### config.mk
export PLATFORM = sky130hd
export DESIGN_NAME = mult_div_unit
export DESIGN_NICKNAME = d
export VERILOG_FILES = /design/src/rtl/mdu_pkg.sv /design/src/rtl/mdu_step.sv /design/src/rtl/mult_div_unit.sv
export SDC_FILE = /design/constraint.sdc
export NUM_CORES = 1
export LEC_CHECK = 0
export ABC_CLOCK_PERIOD_IN_PS = 4130
export CAP_MARGIN = 15
export CORE_MARGIN = 8
export CORE_UTILIZATION = 56
export CTS_CLUSTER_DIAMETER = 80
export DETAILED_ROUTE_END_ITERATION = 12
export PLACE_DENSITY = 0.78
export SYNTH_ARGS = -nofsm -noshare
export SYNTH_HDL_FRONTEND = slang
export SYNTH_SLANG_ARGS = --single-unit
### constraint.sdc
create_clock -name clk -period 4.13 [get_ports clk]
set_clock_uncertainty 0.05 [all_clocks]
set_input_delay 0.826 -clock clk [delete_from_list [all_inputs] [get_ports clk]]
set_output_delay 0.826 -clock clk [all_outputs]
set_load 0.005 [all_outputs]
### src/rtl/mdu_pkg.sv
// Shared encodings for the iterative multiply/divide unit.
package mdu_pkg;

    typedef enum logic [1:0] {
        MDU_MULTU = 2'b00,
        MDU_MULT  = 2'b01,
        MDU_DIVU  = 2'b10,
        MDU_DIV   = 2'b11
    } mdu_op_e;

    typedef enum logic [1:0] {
        IDLE = 2'b00,
        CALC = 2'b01,
        SIGN = 2'b10
    } mdu_state_e;

    function automatic int cnt_width(input int nbits);
        return $clog2(nbits) + 1;
    endfunction

endpackage

### src/rtl/mdu_step.sv
// One radix-2 iteration: shift-add for multiply, restoring trial subtract for divide.
module mdu_step #(
    parameter int NBits = 32
) (
    input  logic             is_div,
    input  logic [NBits:0]   work_hi,
    input  logic [NBits-1:0] work_lo,
    input  logic [NBits-1:0] operand_b,
    output logic [NBits:0]   next_hi,
    output logic [NBits-1:0] next_lo
);

    logic [NBits:0]   sum;
    logic [NBits:0]   shifted;
    logic [NBits+1:0] diff;

    always_comb begin
        sum     = work_hi + (work_lo[0] ? {1'b0, operand_b} : '0);
        shifted = {work_hi[NBits-1:0], work_lo[NBits-1]};
        diff    = {1'b0, shifted} - {2'b00, operand_b};
        next_hi = '0;
        next_lo = '0;
        if (is_div) begin
            // A borrow out of the trial subtract means the divisor did not fit.
            if (diff[NBits+1]) begin
                next_hi = shifted;
                next_lo = {work_lo[NBits-2:0], 1'b0};
            end else begin
                next_hi = diff[NBits:0];
                next_lo = {work_lo[NBits-2:0], 1'b1};
            end
        end else begin
            next_hi = {1'b0, sum[NBits:1]};
            next_lo = {sum[0], work_lo[NBits-1:1]};
        end
    end

endmodule

### src/rtl/mult_div_unit.sv
// Iterative MULT/MULTU/DIV/DIVU unit with HI/LO registers for the MIPS EX stage.
module mult_div_unit #(
    parameter int NBits = 32
) (
    input  logic             clk,
    input  logic             reset,
    input  logic             start,
    input  logic [1:0]       op,
    input  logic [NBits-1:0] OperandA,
    input  logic [NBits-1:0] OperandB,
    input  logic             flush,
    input  logic             hi_we,
    input  logic             lo_we,
    input  logic [NBits-1:0] WriteData,
    output logic             busy,
    output logic             done,
    output logic             div_by_zero,
    output logic [NBits-1:0] HI,
    output logic [NBits-1:0] LO
);
    import mdu_pkg::*;

    localparam int CntW = cnt_width(NBits);

    mdu_state_e       state;
    logic [CntW-1:0]  cnt;
    mdu_op_e          op_r;
    logic             neg_res, neg_rem;
    logic [NBits:0]   work_hi;
    logic [NBits-1:0] work_lo, mag_b, a_raw;
    logic [NBits:0]   step_hi;
    logic [NBits-1:0] step_lo;
    logic             is_signed, is_div_r, a_neg, b_neg;

    function automatic logic [NBits-1:0] cond_neg(input logic [NBits-1:0] v, input logic neg);
        return neg ? -v : v;
    endfunction

    function automatic logic [2*NBits-1:0] cond_neg_wide(input logic [2*NBits-1:0] v, input logic neg);
        return neg ? -v : v;
    endfunction

    assign is_signed = (op == MDU_MULT) || (op == MDU_DIV);
    assign a_neg     = is_signed & OperandA[NBits-1];
    assign b_neg     = is_signed & OperandB[NBits-1];
    assign is_div_r  = (op_r == MDU_DIVU) || (op_r == MDU_DIV);

    mdu_step #(.NBits(NBits)) u_step (
        .is_div    (is_div_r),
        .work_hi   (work_hi),
        .work_lo   (work_lo),
        .operand_b (mag_b),
        .next_hi   (step_hi),
        .next_lo   (step_lo)
    );

    // Datapath: operands are captured every IDLE cycle, so the last one before CALC wins.
    always_ff @(posedge clk) begin
        if (state == IDLE) begin
            op_r    <= mdu_op_e'(op);
            a_raw   <= OperandA;
            mag_b   <= b_neg ? -OperandB : OperandB;
            work_hi <= '0;
            work_lo <= a_neg ? -OperandA : OperandA;
            neg_res <= a_neg ^ b_neg;
            neg_rem <= a_neg;
        end else if (state == CALC) begin
            work_hi <= step_hi;
            work_lo <= step_lo;
        end
    end

    always_ff @(posedge clk or negedge reset) begin
        if (!reset) begin
            state       <= IDLE;
            cnt         <= '0;
            busy        <= 1'b0;
            done        <= 1'b0;
            div_by_zero <= 1'b0;
            HI          <= '0;
            LO          <= '0;
        end else begin
            done        <= 1'b0;
            div_by_zero <= 1'b0;
            case (state)
                IDLE: begin
                    if (hi_we) HI <= WriteData;
                    if (lo_we) LO <= WriteData;
                    if (start && !flush) begin
                        state <= CALC;
                        busy  <= 1'b1;
                        cnt   <= '0;
                    end
                end
                CALC: begin
                    if (flush) begin
                        state <= IDLE;
                        busy  <= 1'b0;
                    end else begin
                        if (cnt == CntW'(NBits - 1)) state <= SIGN;
                        cnt <= cnt + CntW'(1);
                    end
                end
                SIGN: begin
                    state <= IDLE;
                    busy  <= 1'b0;
                    if (!flush) begin
                        done <= 1'b1;
                        if (!is_div_r) begin
                            {HI, LO} <= cond_neg_wide({work_hi[NBits-1:0], work_lo}, neg_res);
                        end else if (mag_b == '0) begin
                            // Divide by zero: quotient saturates, dividend passes through untouched.
                            LO          <= '1;
                            HI          <= a_raw;
                            div_by_zero <= 1'b1;
                        end else begin
                            LO <= cond_neg(work_lo, neg_res);
                            HI <= cond_neg(work_hi[NBits-1:0], neg_rem);
                        end
                    end
                end
                default: begin
                    state <= IDLE;
                    busy  <= 1'b0;
                end
            endcase
        end
    end

endmodule
; Word level (Yosys, flattened, before mapping)
; Index checks and enable logic that the tools add are counted.
[totals]
out_inout_bits = 67
inputBits = 104
regBits = 208
[op_classes]
n_addsub = 8
mux = 38
reduce_logical = 13
bitwise = 3
n_eq_ne = 14
[ops]
columns = op, n
row1 = $mux W32, 16
row2 = $neg A32 Y32, 4
row3 = $pmux W32 S2, 2
row4 = $mux W33, 2
row5 = $mux W64, 1
row6 = $neg A64 Y64, 1
row7 = $sub A33 B32 Y34, 1
row8 = $add A33 B33 Y33, 1
row9 = $logic_not A32 Y1, 1
row10 = $mux W6, 2
row11 = $pmux W6 S2, 1
row12 = $ne A2 B2 Y1 const B, 5
row13 = $mux W1, 9
row14 = $reduce_and A3 Y1, 3
row15 = $eq A2 B2 Y1 const B, 4
row16 = $add A6 B1 Y6 const B, 1
row17 = $eq A6 B5 Y1 const B, 1
row18 = $mux W2, 3
row19 = $eq A2 B1 Y1 const B, 2
row20 = $pmux W2 S2, 1
row21 = $reduce_and A2 Y1, 2
row22 = $reduce_bool A2 Y1, 2
row23 = $ne A3 B2 Y1 const B, 1
row24 = $and A1 B1 Y1, 2
row25 = other kinds (7), 8

; Logic depth before layout (Yosys ltp)
[logic_depth]
ltp_word = 6
depth_mapped = 15

; Modules after synthesis
; From an unflattened synthesis, not the netlist that was laid out.
[unflattened]
hier_cells = 2017
hier_area_um2 = 16625.9
[by_module_without_submodules]
columns = mod, instances, cells_each, area_per_inst_um2
row1 = mult_div_unit, 1, 1329, 11828.8
row2 = mdu_step, 1, 688, 4797.1

; Least setup slack after synthesis
; No wires, ideal clock.
[synth_timing]
path_type = register to register
from = reg state[0]
to = reg work_lo[1], data pin
path_buffers = 3
setup_ns = 0.376
path_slack_ns = 0.466
arrival_time_ns = 3.238
path_stages_with_launch = 6
required_time_ns = 3.704
path_cell_list = dfrtp_1 > clkbuf_1 > nor2_1 > clkbuf_1 > clkbuf_1 > a31oi_1
[synth_between]
elab_chain_len = 2
[synth_lines]
columns = element, line
row1 = from (decl), mult_div_unit.sv:25  ; mdu_state_e state;
row2 = from (signal assigned), mult_div_unit.sv:75  ; state <= IDLE;
row3 = from (signal assigned), mult_div_unit.sv:90  ; state <= CALC;
row4 = from (signal assigned), mult_div_unit.sv:97  ; state <= IDLE;
row5 = $logic_not A2 Y1, mult_div_unit.sv:59  ; if (state == IDLE) begin
row6 = $mux W32, mult_div_unit.sv:59
row7 = to (signal assigned), mult_div_unit.sv:64  ; work_lo <= a_neg ? -OperandA : OperandA;
row8 = to (signal assigned), mult_div_unit.sv:69  ; work_lo <= step_lo;
row9 = to (decl), mult_div_unit.sv:30  ; logic [NBits-1:0] work_lo, mag_b, a_raw;
; Every way passes these cells.
; A chain may end at the register's enable or synchronous reset.

; Final worst setup path
[layout_timing]
from = reg mag_b[5]
to = reg work_hi[28]
[layout_between]
elab_chain_len = 3
elab_cells_between_ends = 5
classes_between = add/sub: 2 / mux: 3
[layout_lines]
columns = element, line
row1 = from (decl), mult_div_unit.sv:30
row2 = from (signal assigned), mult_div_unit.sv:62  ; mag_b <= b_neg ? -OperandB : OperandB;
row3 = $mux W32 or $sub A33 B32 Y34 (tied branches), "mdu_step.sv:18, mdu_step.sv:20"
row4 = $add A33 B33 Y33 or $mux W33 (tied branches), "mdu_step.sv:18, mdu_step.sv:25"
row5 = $mux W33 (*), mdu_step.sv:23  ; if (is_div) begin
row6 = to (signal assigned), mult_div_unit.sv:68  ; work_hi <= step_hi;
row7 = to (decl), mult_div_unit.sv:29  ; logic [NBits:0] work_hi;
; Every way passes the cells marked *; elsewhere a longest branch is shown, timed or not.

==> flow_metrics.env <==
export IMPL_status="complete, no violations"
export IMPL_synth_xor_area_share_pct=9.29
export IMPL_setup_viol=0
export IMPL_core_area_um2=27900
export IMPL_crit_path_top_delay_cell="o31ai_1"
export IMPL_synth_area_per_cell_um2=8.17
export IMPL_ys_ff_latch=207
export IMPL_grt_pass1_wl_um=86100
export IMPL_dr_pass1_iters=8
export IMPL_regToRegStartpoint="mag_b[5]"
export IMPL_num_antenna_cells=0
export IMPL_drt_iter0_drc=2098
export IMPL_critPathArrivalTime_ns=4.12
export IMPL_clk_latency_ns=0.53
export IMPL_ir_drop_mv=0.326
export IMPL_die_area_um2=33900
export IMPL_clockRootBuffer="clkbuf_16"
export IMPL_rsz0062_at_grt="no"
export IMPL_chipWidth_um=184
export IMPL_startpoint_type="flop"
export IMPL_grt_use_total_pct=32.4
export IMPL_io_buffer_count=170
export IMPL_routed_wl_um=57100
export IMPL_critical_path_top_delay_family="compound AO/OA/AOI/OAI gates"
export IMPL_final_cell_mix="nand2_1 (227), o21ai_0 (190), nor2_1 (187)"
export IMPL_cp_buffers_inverters=1
export IMPL_wire_per_inst_um=22.9
export IMPL_ys_seq_area_share_pct=34.8
export IMPL_syn_nets=2115
export IMPL_synth_top_family_by_area="compound AO/OA/AOI/OAI gates"
export IMPL_clockBufferDepth=3
export IMPL_grt_pass1_vias=14983
export IMPL_cts_sinks=207
export IMPL_path_max_fanout=5
export IMPL_worst_slew_pin_slew_ns=1.03
export IMPL_grt_overflow_total=0
export IMPL_synthSimpleGateAreaFrac_pct=18.3
export IMPL_layout_commonest_cell="nand2_1"
export IMPL_drv_slew=0
export IMPL_fillers=2319
export IMPL_regArea_um2=5510
export IMPL_hold_violations=0
export IMPL_num_vias=16353
export IMPL_cp_end_kind="flop"
export IMPL_cts_tree="done"
export IMPL_place_gp_congestion=0.997
export IMPL_drc=0
export IMPL_tns_ns=0
export IMPL_worstHoldPathType="input pin to async pin"
export IMPL_num_io_pins=171
export IMPL_mappedNetlistArea_um2=15800
export IMPL_critPathKind="flop to flop"
export IMPL_relSlewSlack_pct=31.6
export IMPL_initial_utilization_pct=56.9
export IMPL_min_period_over_period_pct=91.6
export IMPL_grt_max_degree=126
export IMPL_num_rows=61
export IMPL_avgViaCountPerCell=6.56
export IMPL_htreeDepth=1
export IMPL_dp_worst_setup_slack_ns=0.403
export IMPL_ys_types=79
export IMPL_post_cts_resize_count=0
export IMPL_worstPathCellList="inv_1, ha_1, a21oi_1, nor3b_1, a21oi_1, o221a_2, o21ai_0, o21ai_0, o31ai_1, mux2i_1, a221oi_1, nor3_1"
export IMPL_synth_async_reset_ratio_pct=36.2
export IMPL_area_delta_synth_final_pct=20.0
export IMPL_max_freq_ghz=0.264
export IMPL_critPathMaxStageDelay_ns=0.66
export IMPL_multi_input_area_um2=9700
export IMPL_fin_ws_ns=0.347
export IMPL_synth_edff_count=99
export IMPL_antenna_found_initial=0
export IMPL_cts_setup_buffers=0
export IMPL_cts_made_buffers=24
export IMPL_synth_fa_ha_area_share_pct=5.70
export IMPL_die_h_um=184
export IMPL_yosys_warnings=0
export IMPL_post_route_min_period_ns=3.78
export IMPL_synth_compound_area_share_pct=25.2
export IMPL_p_leak_nw=7.86
export IMPL_ant_nets=0
export IMPL_cts_hold_buffers=0
export IMPL_dp_final_hpwl_um=43800
export IMPL_synthMuxAreaShare_pct=2.56
export IMPL_crit_start="mag_b[5]"
export IMPL_synth_cells=1940
export IMPL_clk_pin_slew_ns=0.06
export IMPL_nNetsFinal=2271
export IMPL_p_per_area_nw_per_um2=387
export IMPL_drive_gt1_share_pct=6.72
export IMPL_r2r_slack_ns=0.35
export IMPL_synth_main_ff_cell="edfxtp_1"
export IMPL_maxCapViolations=0
export IMPL_crit_required_ns=4.47
## registers in the layout (all words and copies together) (netlist names)
name,flops
HI,32
cnt,6
done,1
mag_b,32
work_hi,33
state,2
neg_rem,1
div_by_zero,1
work_lo,32
a_raw,32
op_r,1
LO,32
busy,1
neg_res,1
## worst register-to-register path: cells and delay by family (launching register included)
family                     cells  cell delay [ns]
AOI/OAI and AO/OA              7             2.23
and+or+nand+nor                2             0.40
DFF                            1             0.39
adders and majority gates      1             0.30
muxes                          1             0.17
buffers and inverters          1             0.12
## cells in the mapped netlist, drive strengths merged, types with 17 or more instances
library cell,n,share of area (%)
a211oi,29,1.4
buf,17,0.46
a21oi,156,5.0
o21ai,214,6.8
nor4,25,1.1
nor3,28,0.88
nand3,24,0.76
a31oi,23,0.91
a21o,37,1.8
mux2i,36,2.3
o211ai,22,1.0
nand2b,26,1.0
o22ai,50,2.0
xnor2,102,5.6
nand4,17,0.67
clkbuf,94,2.2
inv,64,1.5
edfxtp,99,19
nand2,227,5.4
ha,69,5.4
xor2,66,3.6
o31ai,25,1.2
dfrtp,75,12
nor2,190,4.5
dfxtp,33,4.2
## through the flow
| stage | cell area, µm² | utilization (%) | instances | hold WS (ns) | total power (W) |
|---|---|---|---|---|---|
| after floorplan | 15800 | - | 1940 | 0.416 | 0.00413 |
| after global placement | 18200 | 65.3 | 2448 | 0.411 | 0.00506 |
| after detailed placement | 18200 | 65.3 | 2448 | 0.420 | 0.00510 |
| after CTS | 19000 | 68.3 | 2492 | 0.433 | 0.00730 |
| after global routing | 19000 | 68.3 | 2492 | 0.451 | 0.00766 |
| final | 19000 | 68.3 | 2492 | 0.419 | 0.00737 |
## per-layer routing
metal,vias to the layer above,wire length (µm),global-route usage [%]
li1,7394,-,-
met1,7770,23700,46.7
met2,1079,24200,47.8
met3,110,7400,6.91
met4,0,1800,9.94
met5,-,0,0
## cell families after synthesis
kind of cell	count (synthesis)
AO/OA/AOI/OAI	650
buffers and inverters	176
flip-flops	207
XOR/XNOR	168
adder cells (fa/ha/maj)	71
AND/OR/NAND/NOR	628
multiplexers	40
## report_power, final
| group | switching [W] | leakage [nW] | internal (W) | total, W |
|---|---|---|---|---|
| registers | 0.000272 | 2.20 | 0.00242 | 0.00269 |
| clock network | 0.000911 | 0.401 | 0.00130 | 0.00221 |
| logic | 0.00141 | 5.25 | 0.00105 | 0.00246 |
## final timing paths
check	endpoint	cells after the start
min reg2reg	LO[2]	2
max reg2reg	work_hi[28]	12
min	LO[13]	1
min in group clk	LO[2]	2
max	work_hi[28]	12
max in group asynchronous	busy	1
## cell type report
type                            count  area share (%)
Clock inverter                     15           0.724
Tap cell                          378            2.49
Timing Repair Buffer              241            11.9
Inverter                           65            1.28
Sequential cell                   207            29.0
Clock buffer                       29            3.59
Multi-Input combinational cell   1557            51.0
Power figures use the tool's default switching activity.
==> edit (same settings) <==
Reset style: synchronous (`reset`), changed in one clocked block.
--- a/src/rtl/mult_div_unit.sv
+++ b/src/rtl/mult_div_unit.sv
@@ -70,7 +70,7 @@
         end
     end
 
-    always_ff @(posedge clk or negedge reset) begin
+    always_ff @(posedge clk) begin
         if (!reset) begin
             state       <= IDLE;
             cnt         <= '0;
Formal check against the unedited RTL: differs if reset is asserted again (counterexample within 4 cycles, from zero or initial values and one cycle with reset low); with reset held inactive, the same outputs for 4 cycles.
==> edit against the unedited design <==
Setup slack worse by 0.063 ns. Via count up 0.24%. Largest cell class unchanged. Wire length about the same. Final area down 1.2%. Sequential cell count unchanged. Total power down 16%. Area after synthesis down 1.7%. Highest routed layer is now met5.
==> edit: results (changes against the unedited design) <==
[synthesis]
synthFlopType=dfxtp_1
synthMuxAreaShare=0.0277  ; +0.00212
yosys-top-cells-count=213 x a21oi_1, 212 x nand2_1, 184 x o21ai_0
synth-xor-area-share=0.103  ; +0.0100
synthAdderAreaFrac=0.0580  ; +0.000961
synth_compound_area_frac=0.265  ; +0.0132
synth_most_common_cell=a21oi_1
seq_area_frac_synth=0.330  ; -0.0182

[grt]
grt_pass1_vias=15000  ; -0.067%
grtUsageMet2=0.502  ; +0.0244
grt_pass1_wl_mm=87.7  ; +1.8%
antenna_found_initial=1  ; +1
grtUsageTotal=0.329  ; +0.00531

[min_path]
min_path_type=flip-flop to flip-flop

[placement]
post_dp_cell_area_mm2=0.0180  ; -1.1%
dp_hpwl_mm=43.8  ; about the same

[clocking]
clk_latency_ns=0.55  ; +0.02 ns

[route]
drt_iter0_markers=2407  ; +15%
dr.pass1.iters=7  ; -1
routed_wl_mm=57.2  ; about the same
via_count=16400  ; +0.24%

[power_and_ir_drop]
swShare=0.324  ; -0.0279
peakVddDrop_v=0.000259  ; -21%

[cells_and_area]
n_fill_cell=2423  ; +4.5%
drive_gt1_frac=0.0699  ; +0.00275
num-nets-final=2289  ; +0.79%

[run_status]
status=finished clean

[sta]
worst_pin_slew_ns=0.846  ; -0.179 ns

[worst_setup_path]
cp.arrival_ns=4.27  ; +0.15 ns

-- edit: kinds of logic (layout without fill, tap and decap cells) --
logic type | Yosys count | in the layout
AND/OR/NAND/NOR | 593 | 593
XOR/XNOR | 183 | 183
buffers and inverters | 179 | 361
flip-flops | 207 | 207
multiplexers | 43 | 43
AO/OA/AOI/OAI | 673 | 673
adder cells (fa/ha/maj) | 71 | 71
-- edit: critical path, cell delays in order (launching register included) --
cell and delay [ns]:
dfxtp_1 0.48, or4_1 0.72, nor3_1 0.53, nand3_1 0.33, or3_1 0.46, o21ai_2 0.14, xnor2_1 0.13, nor2_1 0.06
a211oi_1 0.61, a211oi_1 0.11, nor3_1 0.15
-- edit: power groups by stage --
stage	Sequential [W]	Clock (W)	Combinational [W]
after CTS	0.00248	0.00213	0.00152
after global routing	0.00251	0.00221	0.00168
after detailed placement	0.00253	0	0.00151
after global placement	0.00252	0	0.00149
final	0.00249	0.00212	0.00157
after floorplan	0.00246	0	0.000938
-- edit: through the flow --
step	utilization	instances	setup WS (ns)
after detailed placement	0.652	2466	0.0826
after floorplan	-	1949	0.402
final	0.680	2509	0.284
after global placement	0.652	2466	0.119
after CTS	0.680	2509	0.370
after global routing	0.680	2509	0.0743
-- edit: final cells by class --
class | instances | area [um^2] | area share
inverter | 59 | 224 | 0.0119
sequential | 207 | 5130 | 0.273
timing repair buffer | 259 | 2390 | 0.128
clock inverter | 10 | 71.3 | 0.00380
tap | 378 | 473 | 0.0252
multi-input combinational | 1563 | 9770 | 0.521
clock buffer | 33 | 706 | 0.0376
-- edit: final timing paths --
kind              startpoint  slack (ns)  cells after the start     end
hold / removal         LO[5]        0.40                      2   LO[5]
setup reg to reg  work_hi[5]        0.28                     10  HI[31]
setup / recovery  work_hi[5]        0.28                     10  HI[31]
hold reg to reg        LO[5]        0.40                      2   LO[5]
-- edit: layer usage --
layer  wire length, um  up-vias
met5                12        -
met4              1700        2
met3              7280      136
met2             24500     1031
met1             23700     7754
li1                  -     7470
